--- src/rtl/imem_loader_if.sv ---
// Byte-stream handshake and instruction-memory write port shared by the loader and its neighbours.
// The master side produces the stream and observes the memory writes; the slave side is the loader.
interface imem_loader_if #(
    parameter int ADDR_W = 10
);
    logic              byte_valid;
    logic [7:0]        byte_data;
    logic              byte_ready;
    logic              mem_we;
    logic [ADDR_W-1:0] mem_waddr;
    logic [31:0]       mem_wdata;

    modport master (
        output byte_valid,
        output byte_data,
        input  byte_ready,
        input  mem_we,
        input  mem_waddr,
        input  mem_wdata
    );

    modport slave (
        input  byte_valid,
        input  byte_data,
        output byte_ready,
        output mem_we,
        output mem_waddr,
        output mem_wdata
    );
endinterface

--- src/rtl/imem_loader.sv ---
// Instruction memory loader: turns a framed byte stream (count, big-endian words, XOR checksum)
// into sequential word writes while holding the core off via busy.
module imem_loader #(
    parameter int ADDR_W    = 10,
    parameter int MAX_WORDS = 1024
) (
    input  logic          clk,
    input  logic          rst_n,
    input  logic          start,
    imem_loader_if.slave  bus,
    output logic          busy,
    output logic          done,
    output logic          error
);
    typedef enum logic [2:0] {
        IDLE,
        HDR_HI,
        HDR_LO,
        DATA,
        WRITE,
        CSUM
    } state_t;

    localparam logic [16:0]       MAX_LIMIT = 17'(MAX_WORDS);
    localparam logic [ADDR_W-1:0] ADDR_ONE  = ADDR_W'(1);

    state_t            state;
    state_t            next_state;
    logic [15:0]       count;
    logic [15:0]       word_cnt;
    logic [1:0]        byte_cnt;
    logic [7:0]        csum;
    logic [ADDR_W-1:0] waddr;
    logic [31:0]       wdata;
    logic              ready;
    logic              we;
    logic              xfer;
    logic [15:0]       hdr_count;
    logic              count_over;
    logic              last_word;

    assign bus.byte_ready = ready;
    assign bus.mem_we     = we;
    assign bus.mem_waddr  = waddr;
    assign bus.mem_wdata  = wdata;

    always_ff @(posedge clk or negedge rst_n) begin
        if (!rst_n) state <= IDLE;
        else        state <= next_state;
    end

    // Handshake and status outputs depend on state alone, so async reset clears them at once.
    always_comb begin
        next_state = state;
        ready      = 1'b0;
        we         = 1'b0;
        busy       = (state != IDLE);
        hdr_count  = {count[15:8], bus.byte_data};
        count_over = ({1'b0, hdr_count} > MAX_LIMIT);
        last_word  = ((word_cnt + 16'd1) == count);
        xfer       = 1'b0;
        case (state)
            IDLE: begin
                if (start) next_state = HDR_HI;
            end
            HDR_HI: begin
                ready = 1'b1;
                xfer  = bus.byte_valid;
                if (xfer) next_state = HDR_LO;
            end
            HDR_LO: begin
                ready = 1'b1;
                xfer  = bus.byte_valid;
                if (xfer) begin
                    if (count_over)               next_state = IDLE;
                    else if (hdr_count == 16'd0)  next_state = CSUM;
                    else                          next_state = DATA;
                end
            end
            DATA: begin
                ready = 1'b1;
                xfer  = bus.byte_valid;
                if (xfer && byte_cnt == 2'd3) next_state = WRITE;
            end
            WRITE: begin
                we         = 1'b1;
                next_state = last_word ? CSUM : DATA;
            end
            CSUM: begin
                ready = 1'b1;
                xfer  = bus.byte_valid;
                if (xfer) next_state = IDLE;
            end
            default: next_state = IDLE;
        endcase
    end

    // Datapath: header latch, word assembly MSB first, running XOR, and sticky status.
    always_ff @(posedge clk or negedge rst_n) begin
        if (!rst_n) begin
            count    <= '0;
            word_cnt <= '0;
            byte_cnt <= '0;
            csum     <= '0;
            waddr    <= '0;
            wdata    <= '0;
            done     <= 1'b0;
            error    <= 1'b0;
        end else begin
            case (state)
                IDLE: begin
                    if (start) begin
                        done     <= 1'b0;
                        error    <= 1'b0;
                        word_cnt <= '0;
                        byte_cnt <= '0;
                        csum     <= '0;
                        waddr    <= '0;
                    end
                end
                HDR_HI: begin
                    if (xfer) count[15:8] <= bus.byte_data;
                end
                HDR_LO: begin
                    if (xfer) begin
                        count[7:0] <= bus.byte_data;
                        if (count_over) begin
                            error <= 1'b1;
                            done  <= 1'b1;
                        end
                    end
                end
                DATA: begin
                    if (xfer) begin
                        wdata    <= {wdata[23:0], bus.byte_data};
                        csum     <= csum ^ bus.byte_data;
                        byte_cnt <= byte_cnt + 2'd1;
                    end
                end
                WRITE: begin
                    waddr    <= waddr + ADDR_ONE;
                    word_cnt <= word_cnt + 16'd1;
                end
                CSUM: begin
                    if (xfer) begin
                        if (bus.byte_data != csum) error <= 1'b1;
                        done <= 1'b1;
                    end
                end
                default: ;
            endcase
        end
    end
endmodule

--- src/flat_wrapper.sv ---
// flat-port wrapper written by rule: the top's interface ports become plain ports
module imem_loader_flat 
#(
    parameter int ADDR_W    = 10,
    parameter int MAX_WORDS = 1024
)
  (clk, rst_n, start, busy, done, error, bus_byte_valid, bus_byte_data, bus_byte_ready, bus_mem_we, bus_mem_waddr, bus_mem_wdata);
  imem_loader_if #(.ADDR_W(ADDR_W)) bus_i ();
  input  logic clk;
  input  logic rst_n;
  input  logic start;
  output logic busy;
  output logic done;
  output logic error;
  input wire logic [$bits(bus_i.byte_valid)-1:0] bus_byte_valid;
  input wire logic [$bits(bus_i.byte_data)-1:0] bus_byte_data;
  output wire logic [$bits(bus_i.byte_ready)-1:0] bus_byte_ready;
  output wire logic [$bits(bus_i.mem_we)-1:0] bus_mem_we;
  output wire logic [$bits(bus_i.mem_waddr)-1:0] bus_mem_waddr;
  output wire logic [$bits(bus_i.mem_wdata)-1:0] bus_mem_wdata;
  assign bus_i.byte_valid = bus_byte_valid;
  assign bus_i.byte_data = bus_byte_data;
  assign bus_byte_ready = bus_i.byte_ready;
  assign bus_mem_we = bus_i.mem_we;
  assign bus_mem_waddr = bus_i.mem_waddr;
  assign bus_mem_wdata = bus_i.mem_wdata;
  imem_loader #(.ADDR_W(ADDR_W), .MAX_WORDS(MAX_WORDS)) u_core (.clk(clk), .rst_n(rst_n), .start(start), .bus(bus_i), .busy(busy), .done(done), .error(error));
endmodule
--- config.mk ---
export PLATFORM = sky130hd
export DESIGN_NAME = imem_loader_flat
export DESIGN_NICKNAME = d
export VERILOG_FILES = /design/src/rtl/imem_loader_if.sv /design/src/rtl/imem_loader.sv /design/src/flat_wrapper.sv
export SDC_FILE = /design/constraint.sdc
export NUM_CORES = 1
export LEC_CHECK = 0
export CELL_PAD_IN_SITES_DETAIL_PLACEMENT = 1
export CELL_PAD_IN_SITES_GLOBAL_PLACEMENT = 2
export CORE_ASPECT_RATIO = 1.75
export CORE_MARGIN = 3
export CORE_UTILIZATION = 34
export CTS_BUF_LIST = sky130_fd_sc_hd__clkbuf_16
export DETAILED_ROUTE_END_ITERATION = 10
export PLACE_DENSITY = 0.8
export SLEW_MARGIN = 20
export SYNTH_ARGS = -nofsm -noshare
export SYNTH_HDL_FRONTEND = slang
export SYNTH_SLANG_ARGS = --single-unit
--- constraint.sdc ---
create_clock -name clk -period 2.52 [get_ports clk]
set_input_delay 0.378 -clock clk [delete_from_list [all_inputs] [get_ports clk]]
set_output_delay 0.378 -clock clk [all_outputs]
set_load 0.01 [all_outputs]
==> impl_metrics.env <==
export IMPL_grt_max_degree=50
export IMPL_track_usage_pct=17.62
export IMPL_rows=54
export IMPL_final_cell_mix="121 x nand2_1, 89 x dfrtp_1, 57 x clkdlybuf4s50_1, 51 x o21ai_0, 31 x nor2_1"
export IMPL_synth_cells=476
export IMPL_final_layout_size_suffix_gt1_share_pct=11.59
export IMPL_crit_chain="ha_1 -> nand3_2 -> nor4_1 -> a21boi_0 -> nor4b_1 -> and4_1 -> o21ai_0"
export IMPL_antenna_found_initial=0
export IMPL_power_leakage_nw=2.490
export IMPL_ys_seq_area_share_pct=50.35
export IMPL_die_x_um=92.22
export IMPL_arrival_ns=2.46
export IMPL_gp_congestion=0.7698
export IMPL_cp_depth=7
export IMPL_dp_cells=703
export IMPL_yosysTopAreaCell="dfrtp_1"
export IMPL_antenna_left=0
export IMPL_worstHoldPathType="input pin to asynchronous set/reset pin"
export IMPL_synthTopCellsByArea="dfrtp_1 50%, nand2_1 10%, o21ai_0 5.9%"
export IMPL_ir_drop_mv=0.3800
export IMPL_tns_ns=0
export IMPL_worst_path_buf_inv=0
export IMPL_endpoint_kind="flop"
export IMPL_drtIter0Drc=173
export IMPL_critPathMaxFanout=9
export IMPL_htree_levels=3
export IMPL_status="completed"
export IMPL_final_common_cell="nand2_1"
export IMPL_synth_edff_count=0
export IMPL_cts_buffers=9
export IMPL_final_util_pct=44.61
export IMPL_slowest_delay_ns=0.44
export IMPL_dieArea_um2=14470
export IMPL_setup_slack_ns=0.2722
export IMPL_syn_num_nets=491
export IMPL_setup_viol=0
export IMPL_crit_type="flop to flop"
export IMPL_slowest_stage="dfrtp_1"
export IMPL_ys_flop_type="dfrtp_1"
export IMPL_area_growth_pct=26.76
export IMPL_ff2ff_path_depth=7
export IMPL_clk_latency_ns=0.34
export IMPL_hold_slack_ns=0.4043
export IMPL_maxSlewViolCount=0
export IMPL_drtPass1Iterations=4
export IMPL_io_buffer_count=58
export IMPL_place_area_um2=5318
export IMPL_power_total_mw=5.749
export IMPL_post_cts_setup_buffers=0
export IMPL_slew_headroom_pct=50.08
export IMPL_dpl_worst_slack_ns=0.1399
export IMPL_final_min_clock_period_ns=2.248
export IMPL_cts_root_buffer="clkbuf_16"
export IMPL_synthesis_area_um2=4423
export IMPL_yosysUniqueCellTypes=52
export IMPL_cts_tree="yes"
export IMPL_worstPathRequired_ns=2.74
export IMPL_tightest_slew_ns=0.7488
export IMPL_cp_start_kind="flop"
export IMPL_fin_area_um2=5607
export IMPL_synth_seq_cells=89
export IMPL_wire_per_inst_um=16.96
export IMPL_clock_sinks=89
export IMPL_crit_family="simple AND/OR/NAND/NOR gates"
export IMPL_cts_hold_buffers=1
export IMPL_grt_pass1_vias=4021
export IMPL_ff_latch_area_um2=2227
export IMPL_vias_per_cell=5.164
export IMPL_fillerInstances=1465
export IMPL_grt_pass1_wl_um=20270
export IMPL_start_util_pct=35.20
export IMPL_maxCapViolCount=0
export IMPL_fin_nets=562
export IMPL_wirelength_um=12210
export IMPL_ys_warnings_count=0
export IMPL_cts_resized=0
export IMPL_overflow=0
export IMPL_synth_avg_cell_area_um2=9.292
export IMPL_final_hold_viol_count=0
export IMPL_fin_crit_sh_pct=89.20
export IMPL_io_pins=59
export IMPL_die_height_um=156.9
export IMPL_p_per_area_nw_per_um2=1025
export IMPL_synth_async_reset_ratio_pct=100.0
export IMPL_coreArea_um2=12570
export IMPL_multi_input_area_um2=2090
export IMPL_instances_no_fill=720
export IMPL_fin_skew_ns=0.007515
export IMPL_drc=0
export IMPL_fmax_ghz=0.4449
export IMPL_path_clk_slew_ns=0.07
export IMPL_clock_path_buffers=2
export IMPL_num_vias=3718
export IMPL_dp_hpwl_um=9017
export IMPL_antenna_cells=0
export IMPL_rsz0062_at_grt="false"
export IMPL_yosysTopAreaCellShare_pct=50.35
-- kinds of logic after synthesis --
| logic type | Yosys count | share of synthesized area, % |
|---|---|---|
| simple gates | 214 | 22.55 |
| mux | 17 | 4.300 |
| xor+xnor | 30 | 6.280 |
| fa+ha+maj | 3 | 0.8487 |
| flops | 89 | 50.35 |
| buf+inv | 27 | 2.404 |
| compound gates | 96 | 13.27 |
-- where the power goes --
part           total [mW]  switching [mW]  internal, mW  leakage (nW)
Sequential           2.34           0.427          1.92          1.16
Combinational        2.13            1.02          1.11          1.20
Clock                1.28           0.601         0.676         0.134
-- area by class of cell --
type,instances,share of cell area [%]
tap,168,3.749
timing repair buffer,81,13.88
clock inverter,7,0.9596
sequential,89,39.72
multi-input combinational,360,37.27
clock buffer,9,4.017
inverter,6,0.4017
-- routing by layer --
metal | global-route usage [%] | vias to the layer above | wire, µm
li1 | - | 1786 | -
met1 | 18.72 | 1866 | 4944
met2 | 35.15 | 56 | 6814
met3 | 2.405 | 10 | 270
met4 | 5.457 | 0 | 182
met5 | 0 | - | 0
-- synth_stat cells (all sizes together) (2+ instances only) --
cell	instances
o21ai	52
o41ai	2
nor3b	3
nor2b	5
inv	5
a2111oi	2
and4	3
o21a	2
nand2	121
a31oi	3
xor2	10
dfrtp	89
xnor2	19
or4	2
ha	3
nand2b	7
nor4	7
clkbuf	16
nand3	18
a21oi	9
buf	5
o211ai	2
a21boi	2
and3	4
nor2	31
mux2	16
nand4	7
o21bai	2
a22o	3
nor3	3
a21o	3
o31ai	7
-- sequential cells by signal, summed over array words and instances (netlist names) --
signal / count
u_core.bus.mem_waddr: 10
u_core.state: 3
u_core.csum: 8
u_core.error: 1
u_core.word_cnt: 16
u_core.byte_cnt: 2
u_core.bus.mem_wdata: 32
u_core.done: 1
u_core.count: 16
-- worst paths after layout --
kind | startpoint | end | slack, ns
min in group clk | u_core.bus.mem_wdata[27] | u_core.bus.mem_wdata[27] | 0.47
hold / removal | rst_n | u_core.bus.mem_wdata[24] | 0.40
setup / recovery | u_core.word_cnt[1] | u_core.state[1] | 0.27
max in group asynchronous | rst_n | u_core.csum[6] | 1.47
hold reg to reg | u_core.bus.mem_wdata[27] | u_core.bus.mem_wdata[27] | 0.47
setup reg to reg | u_core.word_cnt[1] | u_core.state[1] | 0.27
(Power assumes the default switching activity.)
